[config.mk]
export PLATFORM = sky130hd
export DESIGN_NAME = csr_commit_unit
export DESIGN_NICKNAME = d
export VERILOG_FILES = /design/src/rtl/drac_pkg.sv /design/src/rtl/commit_retire_mask.sv /design/src/rtl/csr_commit_unit.sv
export SDC_FILE = /design/constraint.sdc
export NUM_CORES = 1
export LEC_CHECK = 0
export ABC_AREA = 1
export CAP_MARGIN = 20
export CORE_MARGIN = 2
export CORE_UTILIZATION = 30
export CTS_CLUSTER_DIAMETER = 80
export CTS_CLUSTER_SIZE = 20
export DETAILED_ROUTE_END_ITERATION = 6
export HOLD_SLACK_MARGIN = 0.15
export PLACE_DENSITY_LB_ADDON = 0.25
export SYNTH_ARGS = -nofsm -noshare
export SYNTH_HDL_FRONTEND = slang
export SYNTH_SLANG_ARGS = --single-unit
[constraint.sdc]
create_clock -name clk_i -period 2 [get_ports clk_i]
set_clock_uncertainty 0.2 [all_clocks]
set_input_delay 0.4 -clock clk_i [delete_from_list [all_inputs] [get_ports clk_i]]
set_output_delay 0.4 -clock clk_i [all_outputs]
set_load 0.005 [all_outputs]
[src/rtl/drac_pkg.sv]
// ----------------------------------------------------------------------------
// drac_pkg
// Shared types for the commit stage and the CSR file interface.
//   csr_cmd_t          : operation requested from the CSR file
//   csr_addr_t         : 12-bit CSR address
//   csr_commit_state_t : states of the CSR commit sequencer
//   CSR_TIMEOUT_DEFAULT: cycles the sequencer waits for a CSR response
// ----------------------------------------------------------------------------
package drac_pkg;

    typedef enum logic [2:0] {
        CSR_CMD_NOPE  = 3'd0,
        CSR_CMD_WRITE = 3'd1,
        CSR_CMD_SET   = 3'd2,
        CSR_CMD_CLEAR = 3'd3,
        CSR_CMD_READ  = 3'd4
    } csr_cmd_t;

    typedef logic [11:0] csr_addr_t;

    typedef enum logic [1:0] {
        IDLE      = 2'd0,
        REQ       = 2'd1,
        WAIT_RESP = 2'd2
    } csr_commit_state_t;

    localparam int CSR_TIMEOUT_DEFAULT = 255;

endpackage

[src/rtl/commit_retire_mask.sv]
// ----------------------------------------------------------------------------
// commit_retire_mask
// In-order retire mask for the commit slots when no CSR access is in flight.
//   commit_valid  : slot k holds a committable instruction
//   commit_ex     : slot k carries an exception
//   commit_serial : slot k is serialising
//   mem_stall     : slot 0 stalled in the memory stage
//   xcpt          : slot-0 exception is being taken
//   retire_mask   : slot k retires this cycle
// ----------------------------------------------------------------------------
module commit_retire_mask #(
    parameter int COMMIT_WIDTH = 2
) (
    input  logic [COMMIT_WIDTH-1:0] commit_valid,
    input  logic [COMMIT_WIDTH-1:0] commit_ex,
    input  logic [COMMIT_WIDTH-1:0] commit_serial,
    input  logic                    mem_stall,
    input  logic                    xcpt,
    output logic [COMMIT_WIDTH-1:0] retire_mask
);

    // Walk the slots oldest-first; once one slot fails to retire, or is an
    // exception/serialising instruction, nothing younger may retire with it.
    // A taken exception retires slot 0 even while the memory stage stalls.
    always_comb begin : mask_chain
        logic chain;
        retire_mask    = '0;
        chain          = commit_valid[0] && (!mem_stall || xcpt);
        retire_mask[0] = chain;
        for (int k = 1; k < COMMIT_WIDTH; k++) begin
            chain = chain && !commit_ex[k-1] && !commit_serial[k-1]
                          && commit_valid[k] && !commit_ex[k] && !commit_serial[k]
                          && !xcpt;
            retire_mask[k] = chain;
        end
    end

endmodule

[src/rtl/csr_commit_unit.sv]
// ----------------------------------------------------------------------------
// csr_commit_unit
// Commit-stage retire control with a sequencer for slot-0 CSR accesses.
//   clk_i, rst_i            : clock, synchronous active-high reset
//   flush_i                 : abort any CSR operation, retire nothing
//   commit_*_i              : per-slot valid / exception / serial / CSR flags
//   slot0_cmd/addr/data_i   : CSR request fields of slot 0
//   fp_status_i             : per-slot NV,DZ,OF,UF,NX flags
//   commit_xcpt_i           : slot-0 exception taken
//   mem_commit_stall_i      : slot 0 stalled in the memory stage
//   csr_req_*               : valid/ready request channel to the CSR file
//   csr_resp_valid_i        : CSR file completed the accepted request
//   retire_o, fp_status_o   : retire mask and OR of retired FP flags
//   busy_o, timeout_o       : CSR access in flight; response timed out
// ----------------------------------------------------------------------------
module csr_commit_unit
    import drac_pkg::*;
#(
    parameter int COMMIT_WIDTH = 2,
    parameter int CSR_TIMEOUT  = CSR_TIMEOUT_DEFAULT
) (
    input  logic                        clk_i,
    input  logic                        rst_i,
    input  logic                        flush_i,
    input  logic [COMMIT_WIDTH-1:0]     commit_valid_i,
    input  logic [COMMIT_WIDTH-1:0]     commit_ex_i,
    input  logic [COMMIT_WIDTH-1:0]     commit_serial_i,
    input  logic [COMMIT_WIDTH-1:0]     commit_csr_i,
    input  csr_cmd_t                    slot0_cmd_i,
    input  csr_addr_t                   slot0_addr_i,
    input  logic [63:0]                 slot0_data_i,
    input  logic [COMMIT_WIDTH-1:0][4:0] fp_status_i,
    input  logic                        commit_xcpt_i,
    input  logic                        mem_commit_stall_i,
    output logic                        csr_req_valid_o,
    input  logic                        csr_req_ready_i,
    output csr_cmd_t                    csr_req_cmd_o,
    output csr_addr_t                   csr_req_addr_o,
    output logic [63:0]                 csr_req_data_o,
    input  logic                        csr_resp_valid_i,
    output logic [COMMIT_WIDTH-1:0]     retire_o,
    output logic [4:0]                  fp_status_o,
    output logic                        busy_o,
    output logic                        timeout_o
);

    localparam int TIMER_W = $clog2(CSR_TIMEOUT + 1);

    csr_commit_state_t state, state_next;
    logic [TIMER_W-1:0] timer;
    csr_cmd_t           cmd_q;
    csr_addr_t          addr_q;
    logic [63:0]        data_q;
    logic               csr_start;
    logic [COMMIT_WIDTH-1:0] idle_mask;

    // Only slot 0 uses its CSR flag; younger CSR instructions are held back
    // through their serialising flag.
    logic unused_csr_bits;
    assign unused_csr_bits = ^commit_csr_i;

    assign csr_start = commit_valid_i[0] && commit_csr_i[0] && !commit_ex_i[0]
                       && !commit_xcpt_i && !flush_i;

    commit_retire_mask #(
        .COMMIT_WIDTH (COMMIT_WIDTH)
    ) u_retire_mask (
        .commit_valid  (commit_valid_i),
        .commit_ex     (commit_ex_i),
        .commit_serial (commit_serial_i),
        .mem_stall     (mem_commit_stall_i),
        .xcpt          (commit_xcpt_i),
        .retire_mask   (idle_mask)
    );

    // State, WAIT_RESP cycle counter and the captured request. The counter
    // is zero on the first WAIT_RESP cycle and clears whenever we leave.
    always_ff @(posedge clk_i) begin
        if (rst_i) begin
            state  <= IDLE;
            timer  <= '0;
            cmd_q  <= CSR_CMD_NOPE;
            addr_q <= '0;
            data_q <= '0;
        end else begin
            state <= state_next;
            if (state == WAIT_RESP && state_next == WAIT_RESP) begin
                timer <= timer + TIMER_W'(1);
            end else begin
                timer <= '0;
            end
            if (state == IDLE && csr_start) begin
                cmd_q  <= slot0_cmd_i;
                addr_q <= slot0_addr_i;
                data_q <= slot0_data_i;
            end
        end
    end

    // Next state and outputs. Flush and reset override everything decided
    // by the state: the request is withdrawn and nothing retires.
    always_comb begin
        state_next      = state;
        retire_o        = '0;
        busy_o          = 1'b0;
        timeout_o       = 1'b0;
        csr_req_valid_o = 1'b0;
        csr_req_cmd_o   = CSR_CMD_NOPE;
        csr_req_addr_o  = '0;
        csr_req_data_o  = '0;
        case (state)
            IDLE: begin
                if (csr_start) begin
                    state_next = REQ;
                end else begin
                    retire_o = idle_mask;
                end
            end
            REQ: begin
                busy_o          = 1'b1;
                csr_req_valid_o = 1'b1;
                csr_req_cmd_o   = cmd_q;
                csr_req_addr_o  = addr_q;
                csr_req_data_o  = data_q;
                if (csr_req_ready_i) begin
                    state_next = WAIT_RESP;
                end
            end
            WAIT_RESP: begin
                busy_o = 1'b1;
                if (csr_resp_valid_i) begin
                    retire_o   = COMMIT_WIDTH'(1);
                    state_next = IDLE;
                end else if (timer == TIMER_W'(CSR_TIMEOUT)) begin
                    timeout_o  = 1'b1;
                    state_next = IDLE;
                end
            end
            default: state_next = IDLE;
        endcase
        if (flush_i || rst_i) begin
            state_next      = IDLE;
            retire_o        = '0;
            timeout_o       = 1'b0;
            csr_req_valid_o = 1'b0;
            csr_req_cmd_o   = CSR_CMD_NOPE;
            csr_req_addr_o  = '0;
            csr_req_data_o  = '0;
        end
        if (rst_i) begin
            busy_o = 1'b0;
        end
    end

    // Floating-point flags accumulate only from slots that actually retire.
    always_comb begin
        fp_status_o = '0;
        for (int k = 0; k < COMMIT_WIDTH; k++) begin
            if (retire_o[k]) begin
                fp_status_o = fp_status_o | fp_status_i[k];
            end
        end
    end

endmodule

## Word-level counts from Yosys, hierarchy flattened

Index checks and enable logic that the tools add are counted.

| word-level totals | value |
|---|---|
| bits of input ports | 104 |
| output and inout port bits | 89 |
| register bits after elaboration | 89 |
| word-level logic and storage cells | 63 |

| cells by class | value |
|---|---|
| $add $sub $neg | 1 |
| multiplexer cells | 26 |
| reductions and logical operators | 25 |
| equality and inequality tests | 4 |
| bitwise operators | 2 |

Operators with widths:

| cell | number |
|---|---|
| $mux 64 | 2 |
| $mux 12 | 2 |
| $mux 2 | 7 |
| $logic_and 1x1->1 | 13 |
| $mux 5 | 2 |
| $mux 1 | 9 |
| $add 8x1->8 const B | 1 |
| $eq 8x8->1 const B | 1 |
| $logic_not 1->1 | 7 |
| $mux 3 | 2 |
| $pmux 2 s3 | 1 |
| $or 5x5->5 | 1 |
| $eq 2x2->1 const B | 2 |
| $pmux 2 s2 | 1 |
| $reduce_or 2->1 | 2 |
| $eq 2x1->1 const B | 1 |
| $logic_not 2->1 | 1 |
| $logic_or 1x1->1 | 2 |
| $not 1->1 | 1 |

## Logic depth before layout (Yosys ltp)

| logic depth | value |
|---|---|
| word-level depth | 15 |
| mapped depth | 9 |
| gate-level depth less buffers | 9 |

## Modules after synthesis

Synthesis repeated with hierarchy kept, for this count alone.

| second synthesis, totals | value |
|---|---|
| cells, all modules | 541 |
| area total of the unflattened synthesis | 4105.2 µm² |

By module, submodules not included:

| module | instances | area each (µm²) | cells an instance |
|---|---|---|---|
| csr_commit_unit | 1 | 4058.9 | 530 |
| commit_retire_mask | 1 | 46.3 | 11 |

## Least setup slack after synthesis

Ideal clock, no wire load.

| path | value |
|---|---|
| kind | input port to output port |
| start | input rst_i |
| end | output csr_req_addr_o[10] |
| path buffers | 4 |
| required time | 1.400 ns |
| path slack | -0.001 ns |
| data arrival time | 1.401 ns |
| stages | 8 |
| path through | buf_6 -> or2_1 -> buf_6 -> nor2_8 -> inv_2 -> buf_6 -> buf_6 -> nor2_4 |

| on the way | value |
|---|---|
| cells in the longest elaborated chain, start to end | 2 |

RTL lines:

| element | RTL line | text |
|---|---|---|
| start, declared | csr_commit_unit.sv:23 | `input logic rst_i,` |
| $logic_or 1x1->1 | csr_commit_unit.sv:141 | `if (flush_i \|\| rst_i) begin` |
| $mux 12 | csr_commit_unit.sv:141 |  |
| end, declared | csr_commit_unit.sv:38 | `output csr_addr_t csr_req_addr_o,` |

No other way between the ends.

## Worst setup path after layout

| path | value |
|---|---|
| start | register state[1] |
| end | output csr_req_data_o[15] |

| on the way | value |
|---|---|
| cells in the longest elaborated chain, start to end | 3 |

RTL lines:

| element | RTL line | text |
|---|---|---|
| start, declared | csr_commit_unit.sv:49 | `csr_commit_state_t state, state_next;` |
| start signal, assigned | csr_commit_unit.sv:86 | `state <= state_next;` |
| $eq 2x1->1 | csr_commit_unit.sv:111 | `case (state)` |
| $mux 64 | csr_commit_unit.sv:111 |  |
| $mux 64 | csr_commit_unit.sv:141 |  |
| end, declared | csr_commit_unit.sv:39 | `output logic [63:0] csr_req_data_o,` |

No other way between the ends.

==> flow_summary.ini <==
[outcome]
status = finished with violations
violations = negative setup slack

[finish]
fillCellCount = 1194
syn_to_final_growth_pct = 83.39
antennaDiodeCount = 0
drive_gt1_frac = 0.3817
fin_nets = 891
utilization = 0.5652
stdcell_area_sq_um = 7515

[route]
vias = 4346
first_iter_violations = 197
drc = 0
dr_wl_met3_microns = 877
via_per_inst = 4.518
drt_wl_total_microns = 14210
wl_per_cell_microns = 14.77
drtPass1Iterations = 4
ant_nets = 0
wirelength_met1_microns = 6336
met2_length_microns = 6761
top_layer = met4

[cts]
clock-sinks = 89
clock-root-buffer = clkbuf_16
cts_inserted_buffers = 9
clock_path_buffers = 2
h-tree-depth = 3
insertion_delay_ns = 0.34
cts_tree = done
clkTransAtPathRegs_ns = 0.06

[critical_path]
end_kind = output pin
startpoint_type = flop
slowest_stage = dfxtp_2
cp_common_cell = buf_12
cp_slowest_stage_delay_ns = 0.34
critPathBufInv = 7
r2r-end = data_q[63]
reg2reg_setup_slack_ns = 0.08
cp_data_required_time_ns = 1.40
cp_cell_sequence = inv_2 > ha_4 > inv_4 > nor2_8 > buf_12 > clkinv_16 > buf_12 > buf_16 > nor2_4 > buf_2
timing.rr.start = state[1]
worstSetupPathType = flop to output pin
cp_top_family = buffers and inverters
critical_path_arrival_ns = 1.81
cp_max_fo = 5
ff2ff_path_depth = 8

[synthesis]
ys_ff_latch = 89
synth-async-reset-ratio = 0
synth_area_leaders = dfxtp_1 43%, nor2_1 15%, a211oi_1 14%
avgSynthCellArea_sq_um = 7.631
mappedNetlistArea_sq_um = 4098
synthTopCellsByCount = 160 x nor2_1, 95 x inv_1, 89 x dfxtp_1
yosys_warnings = 0
yosysMostFrequentCell = nor2_1
yosysSeqAreaShare = 0.4348
synth_nets = 646
yosys.area.top_type = dfxtp_1
synthFlopType = dfxtp_1
synth_edf_count = 0
netlist-cell-type-count = 26
synth_top_area_frac = 0.4348
synth_cells = 537

[timing]
holdWs_ns = 0.2712
fmax_mhz = 415.6
fin_ws_ns = -0.4060
fin_crit_sh = 1.203
finalSetupTns_ns = -27.47
tightest_slew_ns = 0.8535
rsz0062_at_grt = true
post-route-min-period_ns = 2.406
finalSetupViolations = 88
relSlewSlack = 0.4310
finalHoldViolations = 0
finalMaxSlewViolations = 0

[placed_design]
hpwlAfterDp_microns = 8204
place_congestion = 0.7474
placed_area_sq_um = 6354
io_buffers = 191

[power]
powerDensity_nw_per_um2 = 530.0
power_w = 0.003983
power.leakage_nw = 2.932
ir_drop_mv = 0.3272

[floorplanning]
num_rows = 42
initial_utilization = 0.3082
fp.dieW_microns = 120.9
dieArea_sq_um = 14610
core-area_sq_um = 13300
io_pins = 193
die_y_microns = 120.9

[worst_hold_path]
min-delay-start = data_q[62]
whs_path_depth = 2
hp-class = flop to flop
whs_endpoint = data_q[62]

[global_routing]
grt_pass1_vias = 4354
grt_usage = 0.1923
antenna_found_initial = 0
grt_first_pass_wirelength_microns = 21830
grt_max_degree = 77
grt-ovfl-total = 0

[run]
drv_cap = 0
## tightest hold or removal path, cell delays in order (launching register included)
cell	delay, ns
dfxtp_1	0.29
inv_1	0.06
a211oi_1	0.07
## metal layers
| layer | vias up | GRT usage |
|---|---|---|
| li1 | 2214 | - |
| met1 | 1988 | 0.2445 |
| met2 | 128 | 0.3188 |
| met3 | 16 | 0.04276 |
| met4 | 0 | 0.06977 |
| met5 | - | 0 |
## placed cells by master (no fill, tap or decap), drive strengths merged, types with 5 or more instances in the layout
master	synthesis	routed
clkdlybuf4s50	0	92
buf	15	168
dfxtp	89	89
ha	5	5
nor3	10	10
clkbuf	20	13
inv	96	95
nand3	11	11
dlygate4sd2	0	5
a211oi	79	79
nand2	20	20
nand4	7	7
nor2	172	172
## power breakdown
part,total (W),switching [W],internal (W)
Clock,0.00176,0.000666,0.00109
Combinational,0.000406,0.000166,0.000240
Sequential,0.00182,0.00000893,0.00181
## repair_timing
action                                  4_1_cts  5_1_grt
hold endpoints to repair                      0        0
buffers inserted                             32       11
hold buffers                                  0        0
cloned                                       11        0
pin swaps                                    21       16
gates resized for setup                     492       93
endpoints found under the setup margin       89       89
## metrics by stage
| step | cells | setup WS [ns] |
|---|---|---|
| after detailed placement | 901 | -0.8594 |
| after global placement | 901 | -0.8287 |
| after floorplan | 537 | 0.009726 |
| final | 962 | -0.4060 |
| after global routing | 962 | -0.4691 |
| after CTS | 958 | -0.4459 |
## how the worst max path moves through the flow
stage                        startpoint  cells past startpoint  slack (ns)                 end
after floorplan                   rst_i                      8        0.01  csr_req_addr_o[10]
after global placement    commit_xcpt_i                     10       -0.83      fp_status_o[0]
after detailed placement        flush_i                      7       -0.86   csr_req_data_o[0]
after CTS                      state[1]                     10       -0.45  csr_req_data_o[50]
after global routing           state[1]                     10       -0.47  csr_req_data_o[34]
final                          state[1]                     10       -0.41  csr_req_data_o[15]
## final cells by class
class | instances | area, sq um | share of cell area
Clock buffer | 13 | 280.3 | 0.03730
Clock inverter | 2 | 35.03 | 0.004662
Inverter | 96 | 377.9 | 0.05028
Multi-Input combinational cell | 317 | 2312 | 0.3077
Sequential cell | 89 | 1789 | 0.2381
Tap cell | 176 | 220.2 | 0.02930
Timing Repair Buffer | 268 | 2470 | 0.3287
Timing Repair inverter | 1 | 30.03 | 0.003996
## state kept, by name (all words and copies together), names as in the netlist
register	flops
addr_q	12
cmd_q	3
data_q	64
state	2
timer	8
## cells by family (layout without fill, tap and decap cells)
group | count (synthesis) | in the layout | synth area share
xor+xnor | 5 | 5 | 0.01069
compound gates | 84 | 84 | 0.1521
flops | 89 | 89 | 0.4348
buf+inv | 131 | 380 | 0.1307
fa+ha+maj | 5 | 5 | 0.01527
simple gates | 223 | 223 | 0.2565
No activity file was read; power rests on OpenSTA's default activity.
